<file path="config.mk">
export PLATFORM = sky130hd
export DESIGN_NAME = glitch_filter
export DESIGN_NICKNAME = d
export VERILOG_FILES = /design/src/rtl/glitch_filter_pkg.sv /design/src/rtl/glitch_filter_chan.sv /design/src/rtl/glitch_filter_checker.sv /design/src/rtl/glitch_filter.sv
export SDC_FILE = /design/constraint.sdc
export NUM_CORES = 1
export LEC_CHECK = 0
export CORE_ASPECT_RATIO = 0.8
export CORE_UTILIZATION = 50
export DETAILED_ROUTE_END_ITERATION = 10
export PLACE_DENSITY = 0.81
export SETUP_SLACK_MARGIN = 0.1
export SYNTH_ARGS = -nofsm -noshare
export SYNTH_HDL_FRONTEND = slang
export SYNTH_SLANG_ARGS = --single-unit
export TNS_END_PERCENT = 10
</file>
<file path="constraint.sdc">
create_clock -name iCLK -period 4.98 [get_ports iCLK]
set_input_delay 0.498 -clock iCLK [delete_from_list [all_inputs] [get_ports iCLK]]
set_output_delay 0.498 -clock iCLK [all_outputs]
set_load 0.03 [all_outputs]
</file>
<file path="src/rtl/glitch_filter_pkg.sv">
// Shared defaults, per-channel action type and parameter derivations
// for the multi-channel input glitch filter.
package glitch_filter_pkg;

    localparam int GF_CLK_FREQ_DEF    = 50000000;
    localparam int GF_SAMPLE_FREQ_DEF = 60000;
    localparam int GF_DEPTH_DEF       = 4;
    localparam int GF_CHANNELS_DEF    = 2;

    // What one channel does to its counter and accepted level in a cycle.
    typedef enum logic [2:0] {
        ACT_HOLD   = 3'd0,
        ACT_CLEAR  = 3'd1,
        ACT_COUNT  = 3'd2,
        ACT_ACCEPT = 3'd3,
        ACT_FOLLOW = 3'd4
    } chan_act_e;

    function automatic int gf_div(input int clk_freq, input int sample_freq);
        int div_v;
        if (sample_freq > 0) begin
            div_v = clk_freq / sample_freq;
        end else begin
            div_v = 1;
        end
        if (div_v < 1) begin
            div_v = 1;
        end else begin
            div_v = div_v;
        end
        return div_v;
    endfunction

    // Counter width able to hold 0..n-1, never narrower than one bit.
    function automatic int gf_width(input int n);
        int w_v;
        if (n > 1) begin
            w_v = $clog2(n);
        end else begin
            w_v = 1;
        end
        return w_v;
    endfunction

    function automatic chan_act_e gf_chan_act(
        input logic tick_en,
        input logic bypass,
        input logic agree,
        input logic at_max
    );
        chan_act_e act_v;
        if (bypass) begin
            act_v = ACT_FOLLOW;
        end else if (!tick_en) begin
            act_v = ACT_HOLD;
        end else if (agree) begin
            act_v = ACT_CLEAR;
        end else if (at_max) begin
            act_v = ACT_ACCEPT;
        end else begin
            act_v = ACT_COUNT;
        end
        return act_v;
    endfunction

endpackage

</file>
<file path="src/rtl/glitch_filter_chan.sv">
// One filtered input line: 2-flop synchroniser, agreement counter clocked
// by the shared sample tick, accepted level and registered edge pulses.
module glitch_filter_chan
    import glitch_filter_pkg::*;
#(
    parameter int DEPTH = GF_DEPTH_DEF
) (
    input  logic iCLK,
    input  logic iRST,
    input  logic tick_en,
    input  logic bypass,
    input  logic din,
    output logic level,
    output logic rise,
    output logic fall,
    output logic pending
);

    localparam int              CNT_W    = gf_width(DEPTH);
    localparam logic [CNT_W-1:0] CNT_MAX  = CNT_W'(DEPTH - 1);
    localparam logic [CNT_W-1:0] CNT_ZERO = CNT_W'(0);
    localparam logic [CNT_W-1:0] CNT_ONE  = CNT_W'(1);

    logic             meta_r;
    logic             sync_r;
    logic [CNT_W-1:0] cnt_r;
    logic [CNT_W-1:0] cnt_nxt_s;
    logic             level_r;
    logic             level_nxt_s;
    logic             rise_r;
    logic             fall_r;
    chan_act_e        act_s;

    // Bring the asynchronous input into the iCLK domain.
    always_ff @(posedge iCLK) begin
        if (iRST) begin
            meta_r <= 1'b0;
            sync_r <= 1'b0;
        end else begin
            meta_r <= din;
            sync_r <= meta_r;
        end
    end

    // Decide this cycle's action from tick, mode and counter position.
    always_comb begin
        act_s = gf_chan_act(tick_en, bypass, (sync_r == level_r), (cnt_r == CNT_MAX));
    end

    // Next counter and level; bypass and acceptance both return to STABLE.
    always_comb begin
        cnt_nxt_s   = cnt_r;
        level_nxt_s = level_r;
        case (act_s)
            ACT_HOLD: begin
                cnt_nxt_s   = cnt_r;
                level_nxt_s = level_r;
            end
            ACT_CLEAR: begin
                cnt_nxt_s   = CNT_ZERO;
                level_nxt_s = level_r;
            end
            ACT_COUNT: begin
                cnt_nxt_s   = cnt_r + CNT_ONE;
                level_nxt_s = level_r;
            end
            ACT_ACCEPT, ACT_FOLLOW: begin
                cnt_nxt_s   = CNT_ZERO;
                level_nxt_s = sync_r;
            end
            default: begin
                cnt_nxt_s   = CNT_ZERO;
                level_nxt_s = level_r;
            end
        endcase
    end

    // Filter state and edge pulses; a pulse marks the first cycle of a new level.
    always_ff @(posedge iCLK) begin
        if (iRST) begin
            cnt_r   <= CNT_ZERO;
            level_r <= 1'b0;
            rise_r  <= 1'b0;
            fall_r  <= 1'b0;
        end else begin
            cnt_r   <= cnt_nxt_s;
            level_r <= level_nxt_s;
            rise_r  <= level_nxt_s & ~level_r;
            fall_r  <= ~level_nxt_s & level_r;
        end
    end

    assign level   = level_r;
    assign rise    = rise_r;
    assign fall    = fall_r;
    assign pending = (cnt_r != CNT_ZERO);

endmodule

</file>
<file path="src/rtl/glitch_filter_checker.sv">
// Run-time invariants of the filter outputs; carries no functional logic.
module glitch_filter_checker #(
    parameter int CHANNELS = 2
) (
    input logic                iCLK,
    input logic                iRST,
    input logic                bypass,
    input logic [CHANNELS-1:0] level,
    input logic [CHANNELS-1:0] rise,
    input logic [CHANNELS-1:0] fall,
    input logic [CHANNELS-1:0] pending
);

    localparam logic [CHANNELS-1:0] NONE = {CHANNELS{1'b0}};

    a_excl: assert property (@(posedge iCLK) disable iff (iRST) (rise & fall) == NONE);
    a_rise: assert property (@(posedge iCLK) disable iff (iRST) (rise & ~level) == NONE);
    a_fall: assert property (@(posedge iCLK) disable iff (iRST) (fall & level) == NONE);
    a_byp:  assert property (@(posedge iCLK) disable iff (iRST) bypass |=> (pending == NONE));

endmodule

</file>
<file path="src/rtl/glitch_filter.sv">
// Multi-channel glitch filter: shared sample-tick prescaler used purely as a
// clock enable, plus one independent filter channel per input line.
module glitch_filter
    import glitch_filter_pkg::*;
#(
    parameter int CLK_FREQ    = GF_CLK_FREQ_DEF,
    parameter int SAMPLE_FREQ = GF_SAMPLE_FREQ_DEF,
    parameter int CHANNELS    = GF_CHANNELS_DEF,
    parameter int DEPTH       = GF_DEPTH_DEF
) (
    input  logic                iCLK,
    input  logic                iRST,
    input  logic [CHANNELS-1:0] iDATA,
    input  logic                iBYPASS,
    output logic [CHANNELS-1:0] oDATA,
    output logic [CHANNELS-1:0] oRISE,
    output logic [CHANNELS-1:0] oFALL,
    output logic                oTICK
);

    localparam int               DIV      = gf_div(CLK_FREQ, SAMPLE_FREQ);
    localparam int               PRE_W    = gf_width(DIV);
    localparam logic [PRE_W-1:0] PRE_MAX  = PRE_W'(DIV - 1);
    localparam logic [PRE_W-1:0] PRE_ZERO = PRE_W'(0);
    localparam logic [PRE_W-1:0] PRE_ONE  = PRE_W'(1);

    logic [PRE_W-1:0]    pre_cnt_r;
    logic [PRE_W-1:0]    pre_nxt_s;
    logic                tick_r;
    logic [CHANNELS-1:0] pending_s;

    // Prescaler next count, wrapping to zero after DIV-1.
    always_comb begin
        if (pre_cnt_r == PRE_MAX) begin
            pre_nxt_s = PRE_ZERO;
        end else begin
            pre_nxt_s = pre_cnt_r + PRE_ONE;
        end
    end

    // Prescaler and tick strobe; the strobe is high while the count sits at DIV-1.
    always_ff @(posedge iCLK) begin
        if (iRST) begin
            pre_cnt_r <= PRE_ZERO;
            tick_r    <= 1'b0;
        end else begin
            pre_cnt_r <= pre_nxt_s;
            tick_r    <= (pre_nxt_s == PRE_MAX);
        end
    end

    for (genvar ch = 0; ch < CHANNELS; ch++) begin : g_chan
        glitch_filter_chan #(
            .DEPTH(DEPTH)
        ) u_chan (
            .iCLK   (iCLK),
            .iRST   (iRST),
            .tick_en(tick_r),
            .bypass (iBYPASS),
            .din    (iDATA[ch]),
            .level  (oDATA[ch]),
            .rise   (oRISE[ch]),
            .fall   (oFALL[ch]),
            .pending(pending_s[ch])
        );
    end

    assign oTICK = tick_r;

    glitch_filter_checker #(
        .CHANNELS(CHANNELS)
    ) u_checker (
        .iCLK   (iCLK),
        .iRST   (iRST),
        .bypass (iBYPASS),
        .level  (oDATA),
        .rise   (oRISE),
        .fall   (oFALL),
        .pending(pending_s)
    );

endmodule

</file>
-- Word level (Yosys, flattened, before mapping)
Index checks and enable logic that the tools add are counted.
- $add $sub $neg: 3
- eq/ne operators: 12
- mux-type cells: 13
- bitwise operators: 8
- reductions and logical operators: 4
- operator list (operator ; count):
    equality test 10 bit, second input constant ; 2
    2-to-1 mux 3 bit ; 6
    equality test 3 x 2 -> 1 bit, second input constant ; 4
    adder 10 x 1 -> 10 bit, second input constant ; 1
    2-to-1 mux 10 bit ; 1
    case mux 2 bit (2 select lines) ; 2
    equality test 3 bit, second input constant ; 2
    logical NOT 3 bit ; 2
    adder 2 x 1 -> 2 bit, second input constant ; 2
    bitwise AND 1 bit ; 4
    equality test 2 bit, second input constant ; 2
    2-to-1 mux 1 bit ; 4
    inverter 1 bit ; 4
    OR reduction 2 bit ; 2
    equality test 1 bit ; 2
- flip-flop bits (word level): 25
- bits of input ports: 5
- output and inout bits: 7
- logic and storage cells: 54

-- Longest topological paths before layout
Gate-level depths: netlist of run 1.
- word-level depth: 10
- depth in mapped cells: 8
- gate-level depth less buffers: 7

-- By module
A second synthesis of run 1 with hierarchy kept.
- cell total of the unflattened synthesis: 122
- area, all modules: 1183.6 µm²
- modules (own cells, without submodules) (module ; instances ; cells each ; area each (µm²) ; seq. area each (µm²)):
    glitch_filter ; 1 ; 68 ; 613.1 ; 220.2
    glitch_filter_chan ; 2 ; 27 ; 285.3 ; 140.1

-- Worst setup path before layout of run 1
OpenSTA, ideal clock, no wires.
- path kind: reg2reg
- from: register pre_cnt_r[0]
- to: register tick_r, in the netlist oTICK
- library setup time: 0.088 ns
- arrival: 1.556 ns
- data required time: 4.892 ns
- path slack: 3.336 ns
- cell stages (with the launch flop): 9
- path buffers: 1
- period minus slack after synthesis: 1.644 ns
- cell sequence: dfxtp_1 > inv_1 > ha_1 > nand4bb_1 > nor4_1 > a21o_1 > buf_6 > or3_4 > nor4_2
- word-level cells in the longest chain between the ends: 3
- elaborated cells on any way between the ends: 4
- those cells by class: 1 x add/sub; 2 x eq/ne; 1 x mux
- RTL lines (item ; line ; text):
    start, declared ; glitch_filter.sv:27 ; logic [PRE_W-1:0] pre_cnt_r;
    start signal, assigned ; glitch_filter.sv:47 ; pre_cnt_r <= pre_nxt_s;
    adder 10 x 1 -> 10 bit / equality test 10 bit (equally long branches) ; glitch_filter.sv:37, glitch_filter.sv:34 ;
    2-to-1 mux 10 bit * ; glitch_filter.sv:34 ; if (pre_cnt_r == PRE_MAX) begin
    equality test 10 bit * ; glitch_filter.sv:48 ; tick_r <= (pre_nxt_s == PRE_MAX);
    end signal, assigned ; glitch_filter.sv:48 ;
    end, declared ; glitch_filter.sv:29 ; logic tick_r;
Mark *: on every way between the ends. The rest lies on a longest branch, timed or not.
A chain may end at the register's enable or synchronous reset.

-- Worst setup path in the final report of run 1
- from: register g_chan[0].u_chan.level_r
- to: output oDATA[0]
- RTL lines (item ; line ; text):
    start, declared ; glitch_filter_chan.sv:28 ; logic level_r;
    start signal, assigned ; glitch_filter_chan.sv:87 ; level_r <= level_nxt_s;
    end, declared ; glitch_filter.sv:15 ; output logic [CHANNELS-1:0] oDATA,
No word-level cell between the ends.

==> results of run 1 <==
-- power groups by stage --
stage	Combinational [W]	Sequential, W	Clock (W)
2_1_floorplan	0.0000183	0.000212	0
3_3_place_gp	0.0000220	0.000213	0
3_5_place_dp	0.0000230	0.000214	0
4_1_cts	0.0000233	0.000210	0.0000952
5_1_grt	0.0000253	0.000210	0.000103
6_report	0.0000233	0.000210	0.0000915
-- per-stage QoR --
stage | hold slack (ns) | setup WS, ns | instances
3_5_place_dp | 0.430 | 2.77 | 145
6_report | 0.456 | 3.01 | 149
3_3_place_gp | 0.421 | 2.81 | 145
2_1_floorplan | 0.414 | 3.34 | 121
4_1_cts | 0.460 | 3.00 | 149
5_1_grt | 0.469 | 2.97 | 149
-- Yosys cell counts --
cell / instances / area share [%]
dfxtp_1: 25 / 44
nor2_1: 19 / 6.3
buf_4: 8 / 5.3
nor3_1: 6 / 2.7
a21oi_1: 5 / 2.2
nand3_1: 5 / 2.2
xnor2_1: 5 / 3.9
ha_1: 4 / 4.4
mux2i_1: 4 / 3.5
nor2b_1: 4 / 2.2
xor2_1: 4 / 3.1
and4_1: 3 / 2.3
inv_1: 3 / 0.99
nand2_1: 3 / 0.99
a22oi_1: 2 / 1.3
clkbuf_1: 2 / 0.66
nor4b_1: 2 / 1.5
a211oi_1: 1 / 0.66
a21o_1: 1 / 0.66
a31oi_1: 1 / 0.55
a41oi_1: 1 / 0.77
buf_2: 1 / 0.44
buf_6: 1 / 0.99
nand2b_1: 1 / 0.55
nand2b_2: 1 / 0.77
nand4_1: 1 / 0.55
nand4bb_1: 1 / 0.99
nor3b_1: 1 / 0.66
nor4_1: 1 / 0.55
nor4_2: 1 / 1.1
o32ai_1: 1 / 0.77
or2_2: 1 / 0.55
or3_1: 1 / 0.55
or3_4: 1 / 0.99
-- worst max path at each step --
| stage | from | endpoint | slack [ns] | cells after the start |
|---|---|---|---|---|
| 2_1_floorplan | pre_cnt_r[0]$_SDFF_PP0_ | oTICK$_SDFF_PP0_ | 3.34 | 8 |
| 3_3_place_gp | iRST | oTICK$_SDFF_PP0_ | 2.81 | 4 |
| 3_5_place_dp | iRST | oTICK$_SDFF_PP0_ | 2.77 | 4 |
| 4_1_cts | g_chan[0].u_chan.level$_SDFF_PP0_ | oDATA[0] | 3.00 | 1 |
| 5_1_grt | oTICK$_SDFF_PP0_ | oTICK | 2.97 | 1 |
| 6_report | g_chan[0].u_chan.level$_SDFF_PP0_ | oDATA[0] | 3.01 | 1 |
-- per-layer routing --
layer  track usage [%]  up-vias
met5                 0        -
met3              2.63        5
li1                  -      419
met2              27.0       28
met4              6.00        0
met1              20.5      371
-- logic make-up (layout without fill, tap and decap cells) --
family	after synthesis	count (layout)	synth area share (%)
xor gates and xnor gates	9	9	6.96
muxes	4	4	3.54
DFF	25	25	44.2
and+or+nand+nor	52	52	25.5
AOI/OAI and AO/OA	12	12	6.96
adders and majority gates	4	4	4.42
buffers and inverters	15	18	8.40
-- worst reg2reg max path: stages (launching register included) --
cell and delay, ns:
dfxtp_1 0.46, inv_1 0.09, ha_1 0.21, nand4bb_1 0.11, nor4_1 0.08, a21o_1 0.30, or3_4 0.42, nor4_2 0.12
-- layout make-up --
class	instances	area [sq um]	share of cell area, %
Sequential cell	25	500	41.0
Timing Repair Buffer	11	110	9.03
Clock buffer	3	22.5	1.85
Clock inverter	1	7.51	0.615
Multi-Input combinational cell	81	537	44.0
Inverter	3	11.3	0.923
Tap cell	25	31.3	2.56
-- sequential cells by signal (all words and copies together), names as in the netlist --
| name | flops |
|---|---|
| g_chan.u_chan.level | 2 |
| g_chan.u_chan.rise | 2 |
| oTICK | 1 |
| pre_cnt_r | 10 |
| g_chan.u_chan.cnt_r | 4 |
| g_chan.u_chan.fall | 2 |
| g_chan.u_chan.meta_r | 2 |
| g_chan.u_chan.sync_r | 2 |
==> out/results.txt, run 1 <==
outcome - complete, no violations
Setup violations, final - 0
Worst Path Max Fanout - 5
CTS root buf - clkbuf_4
Clk pwr share - 28.2%
CTS clk-pin slew, worst paths - 0.13 ns
Nets - 134
Synth-to-Final Area Change - 7.73%
Skew-Pair Late Insertion Delay - 0.32 ns
routed length on met1 - 868 um
met2 WL - 800 um
Num CTS Buffers - 3
CP endpoint kind - primary output
remaining antenna violation count - 0
post-CTS setup buffers - 0
FF-to-FF setup slack - 3.13 ns
Worst R2R Path Depth - 7
RD Place Congestion - 0.848
TritonCTS Sinks - 25
Avg Cell Area, Syn - 9.36 sq um
RSZ-0062 raised after global routing - no
H-tree depth - 1
Yosys warnings - 0
slowest stage delay, CP - 0.70 ns
Fin Setup TNS - 0 ns
Detail Placement HPWL - 1290 um
wire per inst - 12.0 um
power consumption - 0.000324 W
Fmax - 0.509 GHz
Worst-Margin Slew - 0.567 ns
CTS Hold Buffers Added - 0
Initial Util - 52.9%
Hold WC Path Type - reg -> reg
Core Util, Final - 57.0%
worst path cell trace - clkdlybuf4s50_1
DIE HEIGHT - 44.6 um
switching share of power - 24.1%
MaxCap Viol Count - 0
Internal Power - 0.000246 W
Comb pwr share - 7.2%
die area - 0.00246 sq mm
first drt pass iteration count - 4
final wirelength - 1780 um
DR DRC count - 0
CP bufs+invs - 1
die span in x - 55.2 um
Hold Path Origin - g_chan[1].u_chan.meta_r$_SDFF_PP0_
Peak VDD IR - 0.191 mV
clock period minus worst slack - 1.97 ns
WL met3 - 84 um
Post-Syn Instances - 121
DR iter-0 viols - 27
Slew Viols, Final - 0
Clock Path Buffers - 2
largest net degree at the start of global routing - 18
CTS tree - built
reg-to-reg endpoint - oTICK$_SDFF_PP0_
synthesized area - 0.00113 sq mm
initial antenna violation count - 0
Largest delay share family, worst path - buffers and inverters
Cell Pwr Density - 266 mW/mm^2
Post-DP Area - 0.00119 sq mm
vias in the first global route - 712
gr usage total - 15.8%
critical path data required time - 4.48 ns
post-route design area - 0.00122 sq mm
Sw Pwr - 0.0000781 W
first-pass GRT wire length - 3060 um
Worst Setup Start Kind - flop
CORE AREA - 0.00214 sq mm
FILL cells - 197
most frequent cells in the layout - 25 x dfxtp_1, 19 x nor2_1, 11 x clkdlybuf4s50_1, 6 x nor3_1
Vias/cell - 5.52
Fin. Hold Viols - 0
CTS resizes - 0
Ports - 12
relative slew slack - 62.1%
# rows - 15
Inserted Diodes - 0
Yosys cell types - 34
period utilisation layout - 39.5%
Via Count - 823
commonest non-fill, non-tap cell in the layout - dfxtp_1
cell leakage power - 0.430 nW
hold depth - 1
fraction of layout instances using a drive strength above 1 - 6.45%
GRT overflow - 0
top routing layer in use - met4
slowest CP cell - clkdlybuf4s50_1
sequential element share of the synthesized area - 44.2%
Port Buffers - 11
Seq pwr share - 64.6%
kind of critical path - reg -> out
clk_skew - 0.00200 ns
hold endpoint - g_chan[1].u_chan.sync_r$_SDFF_PP0_
post-synthesis sequential element count - 25
CP arrival - 1.47 ns
syn nets - 130
r2r startpoint - pre_cnt_r[0]$_SDFF_PP0_
Power figures use the tool's default switching activity.
==> inputs of run 2 (changes only) <==
clock period = 2 ns   (was 4.98 ns; I/O delays follow)
==> out/results.txt, run 2 (same netlist as run 1, synthesis figures left out) <==
Initial Util - 52.9% (unchanged)
vias in the first global route - 773 (was 712)
fraction of layout instances using a drive strength above 1 - 7.94% (was 6.45%)
# rows - 15 (unchanged)
Fmax - 0.585 GHz
Worst Setup Start Kind - flop (unchanged)
GRT overflow - 0 (unchanged)
die area - 0.00246 sq mm (unchanged)
die span in x - 55.2 um (unchanged)
CP arrival - 1.95 ns (was 1.47 ns)
commonest non-fill, non-tap cell in the layout - dfxtp_1 (unchanged)
Worst Path Max Fanout - 7 (was 5)
slowest stage delay, CP - 0.45 ns (was 0.70 ns)
Synth-to-Final Area Change - 9.06% (was 7.73%)
first drt pass iteration count - 4 (unchanged)
Num CTS Buffers - 3 (unchanged)
Cell Pwr Density - 657 mW/mm^2 (was 266 mW/mm^2)
worst path cell trace - inv_1 -> ha_1 -> nand4bb_1 -> nor4_1 -> a21o_1 -> or3_4 -> nor4_2 (was clkdlybuf4s50_1)
Most flops, register - pre_cnt_r (unchanged)
Slew Viols, Final - 0 (unchanged)
remaining antenna violation count - 0 (unchanged)
max reg flops - 10 (unchanged)
DIE HEIGHT - 44.6 um (unchanged)
FILL cells - 206 (was 197)
Detail Placement HPWL - 1460 um (was 1290 um)
DR DRC count - 0 (unchanged)
Via Count - 849 (was 823)
most frequent cells in the layout - 25 x dfxtp_1, 19 x nor2_1, 11 x clkdlybuf4s50_1, 6 x nor3_1 (unchanged)
critical path data required time - 2.24 ns (was 4.48 ns)
Fin Setup TNS - 0 ns (unchanged)
RSZ-0062 raised after global routing - no (unchanged)
Nets - 136 (was 134)
CP endpoint kind - flop (was primary output)
relative slew slack - 74.7% (was 62.1%)
slowest CP cell - dfxtp_1 (was clkdlybuf4s50_1)
Vias/cell - 5.62 (was 5.52)
Port Buffers - 11 (unchanged)
Ports - 12 (unchanged)
first-pass GRT wire length - 3240 um (was 3060 um)
outcome - complete, no violations (unchanged)
Worst-Margin Slew - 0.376 ns (was 0.567 ns)
Inserted Diodes - 0 (unchanged)
Largest delay share family, worst path - simple AND/OR/NAND/NOR gates (was buffers and inverters)
Peak VDD IR - 0.652 mV (was 0.191 mV)
RD Place Congestion - 0.877 (was 0.848)
CTS root buf - clkbuf_4 (unchanged)
wire per inst - 12.9 um (was 12.0 um)
CTS tree - built (unchanged)
Clock Path Buffers - 2 (unchanged)
leading registers by flop count - pre_cnt_r: 10 flops, g_chan.u_chan.cnt_r: 4 flops (unchanged)
clk_skew - 0.00629 ns (was 0.00200 ns)
FF-to-FF setup slack - 0.29 ns (was 3.13 ns)
DR iter-0 viols - 30 (was 27)
Setup violations, final - 0 (unchanged)
CORE AREA - 0.00214 sq mm (unchanged)
TritonCTS Sinks - 25 (unchanged)
CP bufs+invs - 1 (unchanged)
final wirelength - 1950 um (was 1780 um)
Cell Count, Final, Fillers Out - 151 (was 149)
CTS resizes - 0 (unchanged)
Fin. Hold Viols - 0 (unchanged)
worst hold slack - 0.413 ns (was 0.456 ns)
kind of critical path - reg -> reg (was reg -> out)
CTS clk-pin slew, worst paths - 0.14 ns (was 0.13 ns)
Placed Instances - 147 (was 145)
clock period minus worst slack - 1.71 ns
gr usage total - 17.1% (was 15.8%)
H-tree depth - 1 (unchanged)
initial antenna violation count - 0 (unchanged)
Hold WC Path Type - in -> reg (was reg -> reg)
MaxCap Viol Count - 0 (unchanged)
Skew-Pair Late Insertion Delay - 0.32 ns (about the same)
period utilisation layout - 85.4%
largest net degree at the start of global routing - 17 (was 18)
cell leakage power - 0.440 nW (was 0.430 nW)
CTS Hold Buffers Added - 0 (unchanged)
post-CTS setup buffers - 0 (unchanged)
run 2: power by group:
part	switching, W	internal [W]
Combinational	0.0000323	0.0000301
Clock	0.000150	0.0000764
Sequential	0.0000127	0.000509
Total	0.000195	0.000616
run 2: layout make-up:
type                            instances  area (sq um)  area share, %
Timing Repair Buffer                   13           125           10.1
Clock buffer                            3          22.5           1.82
Sequential cell                        25           500           40.5
Tap cell                               25          31.3           2.53
Inverter                                3          11.3          0.912
Clock inverter                          1          7.51          0.608
Multi-Input combinational cell         81           537           43.5
run 2: metal layers:
layer	vias to the layer above	part of all wire (%)	track usage (%)
li1	419	-	-
met3	6	6.6	5.56
met2	34	47	30.4
met5	-	0	0
met1	390	45	19.7
met4	0	1.4	6.00
run 2: through the flow:
| step | area [sq um] | total power, W | setup slack (ns) | util (%) |
|---|---|---|---|---|
| 2_1_floorplan | 1130 | 0.000573 | 0.356 | - |
| 3_3_place_gp | 1200 | 0.000590 | 0.415 | 56.3 |
| 3_5_place_dp | 1200 | 0.000595 | 0.331 | 56.3 |
| 4_1_cts | 1230 | 0.000819 | 0.270 | 57.7 |
| 5_1_grt | 1230 | 0.000842 | 0.183 | 57.7 |
| 6_report | 1230 | 0.000811 | 0.292 | 57.7 |
run 2: path summary, 6_finish.rpt:
kind,startpoint,end,cells past startpoint
hold / removal,iDATA[1],g_chan[1].u_chan.meta_r$_SDFF_PP0_,2
setup / recovery,pre_cnt_r[0]$_SDFF_PP0_,oTICK$_SDFF_PP0_,7
setup reg to reg,pre_cnt_r[0]$_SDFF_PP0_,oTICK$_SDFF_PP0_,7
hold reg to reg,g_chan[0].u_chan.meta_r$_SDFF_PP0_,g_chan[0].u_chan.sync_r$_SDFF_PP0_,1
==> inputs of run 3 (changes only) <==
SETUP_SLACK_MARGIN = 0.5   (was 0.1)
SKIP_CTS_REPAIR_TIMING = 1   (was unset)
==> out/results.txt, run 3 (same netlist as run 1, synthesis figures left out) <==
final wirelength - 1900 um (was 1950 um)
Clock Path Buffers - 2 (unchanged)
largest net degree at the start of global routing - 17 (unchanged)
RSZ-0062 raised after global routing - yes (was no)
max reg flops - 10 (unchanged)
Fin Setup TNS - 0 ns (unchanged)
Worst R2R Path Depth - 5 (was 7)
die span in x - 55.2 um (unchanged)
RD Place Congestion - 0.868 (was 0.877)
Placed Instances - 147 (unchanged)
Setup violations, final - 0 (unchanged)
remaining antenna violation count - 0 (unchanged)
reg-to-reg endpoint - oTICK$_SDFF_PP0_ (unchanged)
initial antenna violation count - 0 (unchanged)
outcome - complete, no violations (unchanged)
CTS root buf - clkbuf_4 (unchanged)
Worst Path Max Fanout - 5 (was 7)
commonest non-fill, non-tap cell in the layout - dfxtp_1 (unchanged)
critical path data required time - 1.80 ns (was 2.24 ns)
Synth-to-Final Area Change - 9.94% (was 9.06%)
Via Count - 837 (was 849)
Detail Placement HPWL - 1370 um (was 1460 um)
FF-to-FF setup slack - 0.35 ns (was 0.29 ns)
Worst Setup Start Kind - flop (unchanged)
clk_skew - 0.00667 ns (was 0.00629 ns)
power consumption - 0.000815 W (was 0.000811 W)
Cell Pwr Density - 655 mW/mm^2 (was 657 mW/mm^2)
Hold WC Path Type - in -> reg (unchanged)
kind of critical path - reg -> out (was reg -> reg)
r2r startpoint - pre_cnt_r[2]$_SDFF_PP0_ (was pre_cnt_r[0]$_SDFF_PP0_)
Peak VDD IR - 0.446 mV (was 0.652 mV)
MaxCap Viol Count - 0 (unchanged)
slowest CP cell - clkdlybuf4s50_1 (was dfxtp_1)
Vias/cell - 5.54 (was 5.62)
Post-DP Area - 0.00121 sq mm (was 0.00120 sq mm)
TritonCTS Sinks - 25 (unchanged)
relative slew slack - 76.5% (was 74.7%)
Initial Util - 52.9% (unchanged)
wire per inst - 12.6 um (was 12.9 um)
CTS clk-pin slew, worst paths - 0.14 ns (about the same)
CP endpoint kind - primary output (was flop)
Most flops, register - pre_cnt_r (unchanged)
worst path cell trace - clkdlybuf4s50_1 (was inv_1 -> ha_1 -> nand4bb_1 -> nor4_1 -> a21o_1 -> or3_4 -> nor4_2)
fraction of layout instances using a drive strength above 1 - 12.7% (was 7.94%)
Cell Count, Final, Fillers Out - 151 (unchanged)
Skew-Pair Late Insertion Delay - 0.32 ns (about the same)
Num CTS Buffers - 3 (unchanged)
H-tree depth - 1 (unchanged)
slowest stage delay, CP - 0.70 ns (was 0.45 ns)
most frequent cells in the layout - 20 x dfxtp_1, 19 x nor2_1, 10 x clkdlybuf4s50_1, 6 x nor3_1 (was 25 x dfxtp_1, 19 x nor2_1, 11 x clkdlybuf4s50_1, 6 x nor3_1)
period utilisation layout - 82.9% (was 85.4%)
gr usage total - 15.9% (was 17.1%)
CORE AREA - 0.00214 sq mm (unchanged)
cell leakage power - 0.465 nW (was 0.440 nW)
die area - 0.00246 sq mm (unchanged)
Inserted Diodes - 0 (unchanged)
Nets - 136 (unchanged)
Slew Viols, Final - 0 (unchanged)
hold endpoint - g_chan[0].u_chan.meta_r$_SDFF_PP0_ (was g_chan[1].u_chan.meta_r$_SDFF_PP0_)
post-route design area - 0.00124 sq mm (was 0.00123 sq mm)
Hold Path Origin - iDATA[0] (was iDATA[1])
Fmax - 0.603 GHz (was 0.585 GHz)
Fin. Hold Viols - 0 (unchanged)
vias in the first global route - 717 (was 773)
CP bufs+invs - 1 (unchanged)
first drt pass iteration count - 4 (unchanged)
CTS tree - built (unchanged)
first-pass GRT wire length - 3020 um (was 3240 um)
clock period minus worst slack - 1.66 ns (was 1.71 ns)
DR DRC count - 0 (unchanged)
Worst-Margin Slew - 0.350 ns (was 0.376 ns)
Ports - 12 (unchanged)
leading registers by flop count - pre_cnt_r: 10 flops, g_chan.u_chan.cnt_r: 4 flops (unchanged)
GRT overflow - 0 (unchanged)
Port Buffers - 11 (unchanged)
# rows - 15 (unchanged)
DR iter-0 viols - 39 (was 30)
hold depth - 2 (unchanged)
Largest delay share family, worst path - buffers and inverters (was simple AND/OR/NAND/NOR gates)
DIE HEIGHT - 44.6 um (unchanged)
CP arrival - 1.46 ns (was 1.95 ns)
## run 3: worst register-to-register path, delay by kind of cell, from the launching register on
kind,cells,cell delay [ns]
AND/OR/NAND/NOR,4,0.92
XOR/XNOR,1,0.17
flip-flops,1,0.49
## run 3: per-layer routing
layer	wire length, um	GRT usage, %
met5	0	0
met4	17	5.50
met3	79	3.51
met2	857	25.3
met1	943	21.7
## run 3: where the power goes
group	switching, W	internal [W]
registers	0.0000121	0.000510
clock network	0.000154	0.0000777
logic	0.0000315	0.0000299
## run 3: cell type report
cell class	count	area, sq um
well taps	25	31.3
repair buffers	13	128
flip-flops and latches	25	509
fillers	195	895
clock buffers	3	22.5
inverters	3	11.3
clock inverters	1	6.26
multi-input cells	81	537
## run 3: worst max path at each step
stage | start | end | slack (ns) | depth (start not counted)
global placement | pre_cnt_r[4]$_SDFF_PP0_ | oTICK$_SDFF_PP0_ | 0.44 | 5
detailed placement | pre_cnt_r[4]$_SDFF_PP0_ | oTICK$_SDFF_PP0_ | 0.37 | 5
global route | pre_cnt_r[0]$_SDFF_PP0_ | oTICK$_SDFF_PP0_ | 0.29 | 5
finish | g_chan[0].u_chan.level$_SDFF_PP0_ | oDATA[0] | 0.34 | 1
floorplan | pre_cnt_r[0]$_SDFF_PP0_ | oTICK$_SDFF_PP0_ | 0.45 | 8
CTS | pre_cnt_r[4]$_SDFF_PP0_ | oTICK$_SDFF_PP0_ | 0.32 | 5
## run 3: metrics by stage
stage / worst slack, ns / hold WS, ns / utilization, %
finish: 0.342 / 0.441 / 58.2
global route: 0.291 / 0.444 / 58.2
CTS: 0.316 / 0.441 / 57.9
detailed placement: 0.372 / 0.430 / 56.5
global placement: 0.436 / 0.419 / 56.5
floorplan: 0.446 / 0.272 / -
